File: src/rtl/cp0_pkg.sv
// Shared CP0 definitions: register numbers, handler vector, PRId value,
// exception codes, field widths and the mode (EXL) state encoding.
package cp0_pkg;

  localparam int unsigned XLEN   = 32;
  localparam int unsigned REG_AW = 5;
  localparam int unsigned EXC_W  = 6;
  localparam int unsigned CODE_W = 5;
  localparam int unsigned INT_W  = 6;

  localparam logic [REG_AW-1:0] SR_NUM    = 5'd12;
  localparam logic [REG_AW-1:0] CAUSE_NUM = 5'd13;
  localparam logic [REG_AW-1:0] EPC_NUM   = 5'd14;
  localparam logic [REG_AW-1:0] PRID_NUM  = 5'd15;

  localparam logic [XLEN-1:0] HANDLER_ADDR = 32'h0000_4180;
  localparam logic [XLEN-1:0] PRID_VAL     = 32'h0000_4C01;

  localparam logic [EXC_W-1:0] EXC_INT  = 6'd0;
  localparam logic [EXC_W-1:0] EXC_ADEL = 6'd4;
  localparam logic [EXC_W-1:0] EXC_ADES = 6'd5;
  localparam logic [EXC_W-1:0] EXC_RI   = 6'd10;
  localparam logic [EXC_W-1:0] EXC_OV   = 6'd12;

  // EXL is the state bit: NORMAL = 0, HANDLER = 1
  typedef enum logic {
    MODE_NORMAL  = 1'b0,
    MODE_HANDLER = 1'b1
  } mode_e;

endpackage

File: src/rtl/cp0_if.sv
// CP0 pipeline-side bus.
// master (pipeline): drives read/write ports and M-stage status, receives
//   dout, epc_out and req.
// slave (cp0): the reverse.
interface cp0_if;

  logic [cp0_pkg::REG_AW-1:0] a1;
  logic [cp0_pkg::REG_AW-1:0] a2;
  logic [cp0_pkg::XLEN-1:0]   din;
  logic                       we;
  logic [cp0_pkg::XLEN-1:0]   pc_m;
  logic [cp0_pkg::EXC_W-1:0]  exccode_m;
  logic                       bd_m;
  logic                       eret_m;
  logic [cp0_pkg::INT_W-1:0]  hwint;
  logic [cp0_pkg::XLEN-1:0]   dout;
  logic [cp0_pkg::XLEN-1:0]   epc_out;
  logic                       req;

  modport master (
    output a1, a2, din, we, pc_m, exccode_m, bd_m, eret_m, hwint,
    input  dout, epc_out, req
  );

  modport slave (
    input  a1, a2, din, we, pc_m, exccode_m, bd_m, eret_m, hwint,
    output dout, epc_out, req
  );

endinterface

File: src/rtl/cp0.sv
// Coprocessor 0: SR / Cause / EPC / PRId, exception and interrupt entry,
// eret return.
// Ports:
//   clk   - clock, all state on the rising edge
//   reset - synchronous active-high reset
//   bus   - cp0_if.slave: mfc0 read (a1 -> dout), mtc0 write (a2/din/we),
//           M-stage pc_m/exccode_m/bd_m/eret_m, hwint lines;
//           outputs dout, epc_out and req (all combinational)
module cp0
  import cp0_pkg::*;
(
  input  logic  clk,
  input  logic  reset,
  cp0_if.slave  bus
);

  mode_e              mode_q, mode_d;
  logic [INT_W-1:0]   im_q, im_d;
  logic               ie_q, ie_d;
  logic               bd_q, bd_d;
  logic [INT_W-1:0]   ip_q, ip_d;
  logic [CODE_W-1:0]  code_q, code_d;
  logic [XLEN-1:0]    epc_q, epc_d;

  logic exl;
  logic int_req;
  logic exc_req;
  logic take;

  // Exception / interrupt request; nothing is taken inside the handler or during reset
  always_comb begin
    exl     = (mode_q == MODE_HANDLER);
    int_req = (|(bus.hwint & im_q)) & ie_q & ~exl;
    exc_req = (bus.exccode_m != '0) & ~exl;
    take    = (int_req | exc_req) & ~reset;
    bus.req = take;
  end

  // Next-state: exception entry beats mtc0 and eret; eret clears EXL after an SR write
  always_comb begin
    mode_d = mode_q;
    im_d   = im_q;
    ie_d   = ie_q;
    bd_d   = bd_q;
    ip_d   = bus.hwint;
    code_d = code_q;
    epc_d  = epc_q;
    if (take) begin
      mode_d = MODE_HANDLER;
      bd_d   = bus.bd_m;
      code_d = int_req ? CODE_W'(0) : bus.exccode_m[CODE_W-1:0];
      epc_d  = bus.bd_m ? (bus.pc_m - XLEN'(4)) : bus.pc_m;
    end else begin
      if (bus.we) begin
        if (bus.a2 == SR_NUM) begin
          im_d   = bus.din[15:10];
          mode_d = bus.din[1] ? MODE_HANDLER : MODE_NORMAL;
          ie_d   = bus.din[0];
        end else if (bus.a2 == EPC_NUM) begin
          epc_d = bus.din;
        end
      end
      if (bus.eret_m) begin
        mode_d = MODE_NORMAL;
      end
    end
  end

  // State registers; IP tracks hwint on every edge, including reset
  always_ff @(posedge clk) begin
    ip_q <= ip_d;
    if (reset) begin
      mode_q <= MODE_NORMAL;
      im_q   <= '0;
      ie_q   <= 1'b0;
      bd_q   <= 1'b0;
      code_q <= '0;
      epc_q  <= '0;
    end else begin
      mode_q <= mode_d;
      im_q   <= im_d;
      ie_q   <= ie_d;
      bd_q   <= bd_d;
      code_q <= code_d;
      epc_q  <= epc_d;
    end
  end

  // Register read mux (no write bypass)
  always_comb begin
    bus.epc_out = epc_q;
    case (bus.a1)
      SR_NUM:    bus.dout = {16'h0000, im_q, 8'h00, exl, ie_q};
      CAUSE_NUM: bus.dout = {bd_q, 15'h0000, ip_q, 3'b000, code_q, 2'b00};
      EPC_NUM:   bus.dout = epc_q;
      PRID_NUM:  bus.dout = PRID_VAL;
      default:   bus.dout = '0;
    endcase
  end

endmodule

File: src/flat_wrapper.sv
// flat-port wrapper written by rule: the top's interface ports become plain ports
module cp0_flat import cp0_pkg::*;
  (clk, reset, bus_a1, bus_a2, bus_din, bus_we, bus_pc_m, bus_exccode_m, bus_bd_m, bus_eret_m, bus_hwint, bus_dout, bus_epc_out, bus_req);
  cp0_if bus_i ();
  input  logic clk;
  input  logic reset;
  input wire logic [$bits(bus_i.a1)-1:0] bus_a1;
  input wire logic [$bits(bus_i.a2)-1:0] bus_a2;
  input wire logic [$bits(bus_i.din)-1:0] bus_din;
  input wire logic [$bits(bus_i.we)-1:0] bus_we;
  input wire logic [$bits(bus_i.pc_m)-1:0] bus_pc_m;
  input wire logic [$bits(bus_i.exccode_m)-1:0] bus_exccode_m;
  input wire logic [$bits(bus_i.bd_m)-1:0] bus_bd_m;
  input wire logic [$bits(bus_i.eret_m)-1:0] bus_eret_m;
  input wire logic [$bits(bus_i.hwint)-1:0] bus_hwint;
  output wire logic [$bits(bus_i.dout)-1:0] bus_dout;
  output wire logic [$bits(bus_i.epc_out)-1:0] bus_epc_out;
  output wire logic [$bits(bus_i.req)-1:0] bus_req;
  assign bus_i.a1 = bus_a1;
  assign bus_i.a2 = bus_a2;
  assign bus_i.din = bus_din;
  assign bus_i.we = bus_we;
  assign bus_i.pc_m = bus_pc_m;
  assign bus_i.exccode_m = bus_exccode_m;
  assign bus_i.bd_m = bus_bd_m;
  assign bus_i.eret_m = bus_eret_m;
  assign bus_i.hwint = bus_hwint;
  assign bus_dout = bus_i.dout;
  assign bus_epc_out = bus_i.epc_out;
  assign bus_req = bus_i.req;
  cp0 u_core (.clk(clk), .reset(reset), .bus(bus_i));
endmodule
File: config.mk
export PLATFORM = sky130hd
export DESIGN_NAME = cp0_flat
export DESIGN_NICKNAME = d
export VERILOG_FILES = /design/src/rtl/cp0_pkg.sv /design/src/rtl/cp0_if.sv /design/src/rtl/cp0.sv /design/src/flat_wrapper.sv
export SDC_FILE = /design/constraint.sdc
export NUM_CORES = 1
export LEC_CHECK = 0
export ABC_AREA = 1
export CORE_AREA = 3 3 79 111
export CTS_CLUSTER_SIZE = 8
export DETAILED_ROUTE_END_ITERATION = 6
export DIE_AREA = 0 0 82 114
export PLACE_DENSITY = 0.84
export SETUP_SLACK_MARGIN = 0.2
export SLEW_MARGIN = 20
export SYNTH_ARGS = -nofsm -noshare
export SYNTH_HDL_FRONTEND = slang
export SYNTH_SLANG_ARGS = --single-unit
File: constraint.sdc
create_clock -name clk -period 3.1 [get_ports clk]
set_input_delay 0.465 -clock clk [delete_from_list [all_inputs] [get_ports clk]]
set_output_delay 0.465 -clock clk [all_outputs]
set_load 0.02 [all_outputs]
==> results.py <==
metrics = {
    "status": {
        "status": "finished, final reports clean",
    },
    "finish": {
        "n_antenna_cell": 0,
        "post-route-util_pct": 67.2,
        "fill_cells": 735,
        "nets": 829,
        "drive_gt1_share_pct": 5.69,
        "final_common_cell": "nand2_1",
        "final_cell_mix": "187 x nand2_1, 152 x clkdlybuf4s50_1, 85 x nor2_1",
        "syn_to_final_growth_pct": 48.0,
    },
    "clock_network": {
        "cts.htree.levels": 2,
        "cts_tree": "yes",
        "postCtsSetupBuffers": 0,
        "cts_max_path_buffers": 2,
        "cts_sinks": 52,
        "cts_resized": 0,
        "cts_buffers": 5,
        "cts_hold_buf": 0,
        "path_clk_slew_ns": 0.10,
        "clk_latency_ns": 0.31,
        "cts_root_buf": "clkbuf_8",
    },
    "route": {
        "viasPerCell": 5.31,
        "m1WireLength_microns": 4580,
        "top_layer": "met4",
        "drc": 0,
        "wl_met3_microns": 853,
        "vias": 4452,
        "drtPass1Iterations": 6,
        "ant_nets": 0,
        "met2WireLength_microns": 6890,
        "wirelength_microns": 12800,
        "drt_iter0_markers": 246,
        "wl_per_cell_microns": 15.3,
    },
    "floorplan": {
        "pin_count": 156,
        "dieHeight_microns": 114,
        "start_util_pct": 45.4,
        "rows": 38,
        "die_width_microns": 82,
        "dieArea_sq_um": 9350,
        "core_area_sq_um": 7800,
    },
    "setup_path": {
        "critical_path.max_stage_delay_ns": 0.61,
        "start_kind": "input pin",
        "cp-end-kind": "output port",
        "worst-path-max-fanout": 11,
        "critPathKind": "in2out",
        "cp_cell_sequence": "clkdlybuf4s50_1, inv_1, nor2_1, nand2_1, inv_1, nand2_1, nand4_1, clkdlybuf4s50_1",
        "crit-reg2reg-capture": "u_core.bus.epc_out[31]",
        "rr_startpoint": "u_core.im_q[0]",
        "slowest_stage": "clkdlybuf4s50_1",
        "rrSetupSlack_ns": 1.10,
        "reg2reg_depth": 12,
        "crit_required_ns": 2.63,
        "cp.arrival_ns": 2.35,
    },
    "flow_run": {
        "max_cap_viol_count": 0,
    },
    "timing": {
        "slew_viol_final": 0,
        "slew-limit-headroom_pct": 66.0,
        "setup_violations": 0,
        "period_minus_slack_ns": 2.81,
        "worst_hold_slack_ns": 0.479,
        "totalNegativeSetupSlack_ns": 0,
        "min_period_over_period_pct": 90.7,
        "grt_setup_unrepaired": "no",
        "max_freq_ghz": 0.356,
        "worstMarginPinSlew_ns": 0.510,
        "fin_skew_ns": 0.00922,
        "hold_viol": 0,
    },
    "min_path": {
        "hold_path_class": "reg2reg",
        "hold-path-cell-count": 2,
        "min_from": "u_core.code_q[3]",
        "holdPathEnd": "u_core.code_q[3]",
    },
    "pwr": {
        "p_leak_nw": 2.24,
        "ir_worst_vdd_mv": 0.199,
        "power_per_cell_area_nw_per_um2": 320,
    },
    "logic_synthesis": {
        "syn_inst": 589,
        "ys_types": 40,
        "syn-num-nets": 681,
        "syn_area_sq_um": 3540,
        "synth-seq-cells": 52,
        "ys_async_sr_fraction_pct": 0,
        "synth_flop_cell": "dfxtp_1",
        "avgSynthCellArea_sq_um": 6.01,
        "ys_seq_area_share_pct": 29.4,
        "yosysWarnings": 0,
        "synth_edf_count": 0,
    },
    "global_route": {
        "grt_first_pass_wirelength_microns": 20200,
        "grt_use_total_pct": 27.5,
        "first_global_vias": 4385,
        "antenna_found_initial": 0,
        "grt-ovfl-total": 0,
        "grt_max_degree": 41,
    },
    "placement": {
        "io_buffer_count": 155,
        "dp_hpwl_microns": 10300,
        "gp_congestion": 0.974,
    },
}
## power by group
| part | internal, mW | total, mW | switching [mW] |
|---|---|---|---|
| clock network | 0.161 | 0.405 | 0.244 |
| logic | 0.244 | 0.519 | 0.275 |
| registers | 0.718 | 0.751 | 0.0332 |
| total | 1.12 | 1.67 | 0.552 |
## worst max-delay path, delay by kind of cell
family	cells	cell delay, ns
buffers and inverters	4	1.42
AND/OR/NAND/NOR	4	0.47
## registers in the layout, indices dropped and copies added, names as in the netlist
| name | cells |
|---|---|
| u_core.bus.epc_out | 32 |
| u_core.im_q | 6 |
| u_core.ip_q | 6 |
| u_core.code_q | 5 |
| u_core.bd_q | 1 |
| u_core.exl | 1 |
| u_core.ie_q | 1 |
## stage by stage
stage | total power, mW | setup WS, ns | area, sq um | std cells
global placement | 1.27 | 0.365 | 5140 | 830
floorplan | 1.01 | 1.29 | 3540 | 589
CTS | 1.68 | 0.306 | 5230 | 838
detailed placement | 1.28 | 0.307 | 5140 | 830
global route | 1.76 | 0.206 | 5240 | 838
finish | 1.67 | 0.288 | 5240 | 838
## worst max path at each step
| stage | from | end | slack [ns] |
|---|---|---|---|
| after detailed placement | bus_a1[3] | bus_dout[14] | 0.31 |
| after global placement | bus_a1[3] | bus_dout[10] | 0.37 |
| after floorplan | bus_a1[3] | bus_dout[0] | 1.29 |
| after CTS | bus_a1[3] | bus_dout[10] | 0.31 |
| after global routing | bus_a1[3] | bus_dout[1] | 0.21 |
| final | bus_a1[0] | bus_dout[14] | 0.29 |
## layer usage
layer / vias up / track usage, %
met3: 44 / 4.34
met1: 2046 / 28.5
li1: 2165 / -
met2: 197 / 52.6
met5: - / 0
met4: 0 / 11.1
## area by class of cell
type / count / area (sq um) / share of cell area (%)
multi-input combinational: 442 / 2090 / 39.8
sequential: 52 / 1040 / 19.9
tap: 100 / 125 / 2.39
inverter: 75 / 282 / 5.37
clock buffer: 5 / 68.8 / 1.31
clock inverter: 3 / 21.3 / 0.406
timing repair buffer: 161 / 1620 / 30.9
## cells by family (layout without fill, tap and decap cells)
family                     after synthesis  in the layout  synth area share [%]
and+or+nand+nor                        342            342                  41.8
buffers and inverters                   95            244                  11.7
AOI/OAI and AO/OA                       88             88                  14.1
DFF                                     52             52                  29.4
xor gates and xnor gates                11             11                  2.72
adders and majority gates                1              1                 0.353
## synthesized netlist by cell type (all sizes together), types with 2 or more instances
library cell | n | area (sq um)
nor3 | 8 | 56.3
buf | 13 | 106
nand2 | 190 | 726
dfxtp | 52 | 1040
clkbuf | 7 | 26.3
a21oi | 28 | 140
xnor2 | 2 | 17.5
o21ai | 44 | 220
inv | 74 | 278
nand3 | 29 | 163
a211oi | 4 | 45.1
a31oi | 3 | 18.8
nor2 | 95 | 397
nand4 | 18 | 125
a22o | 3 | 26.3
xor2 | 9 | 78.8
No activity file was read; power rests on OpenSTA's default activity.
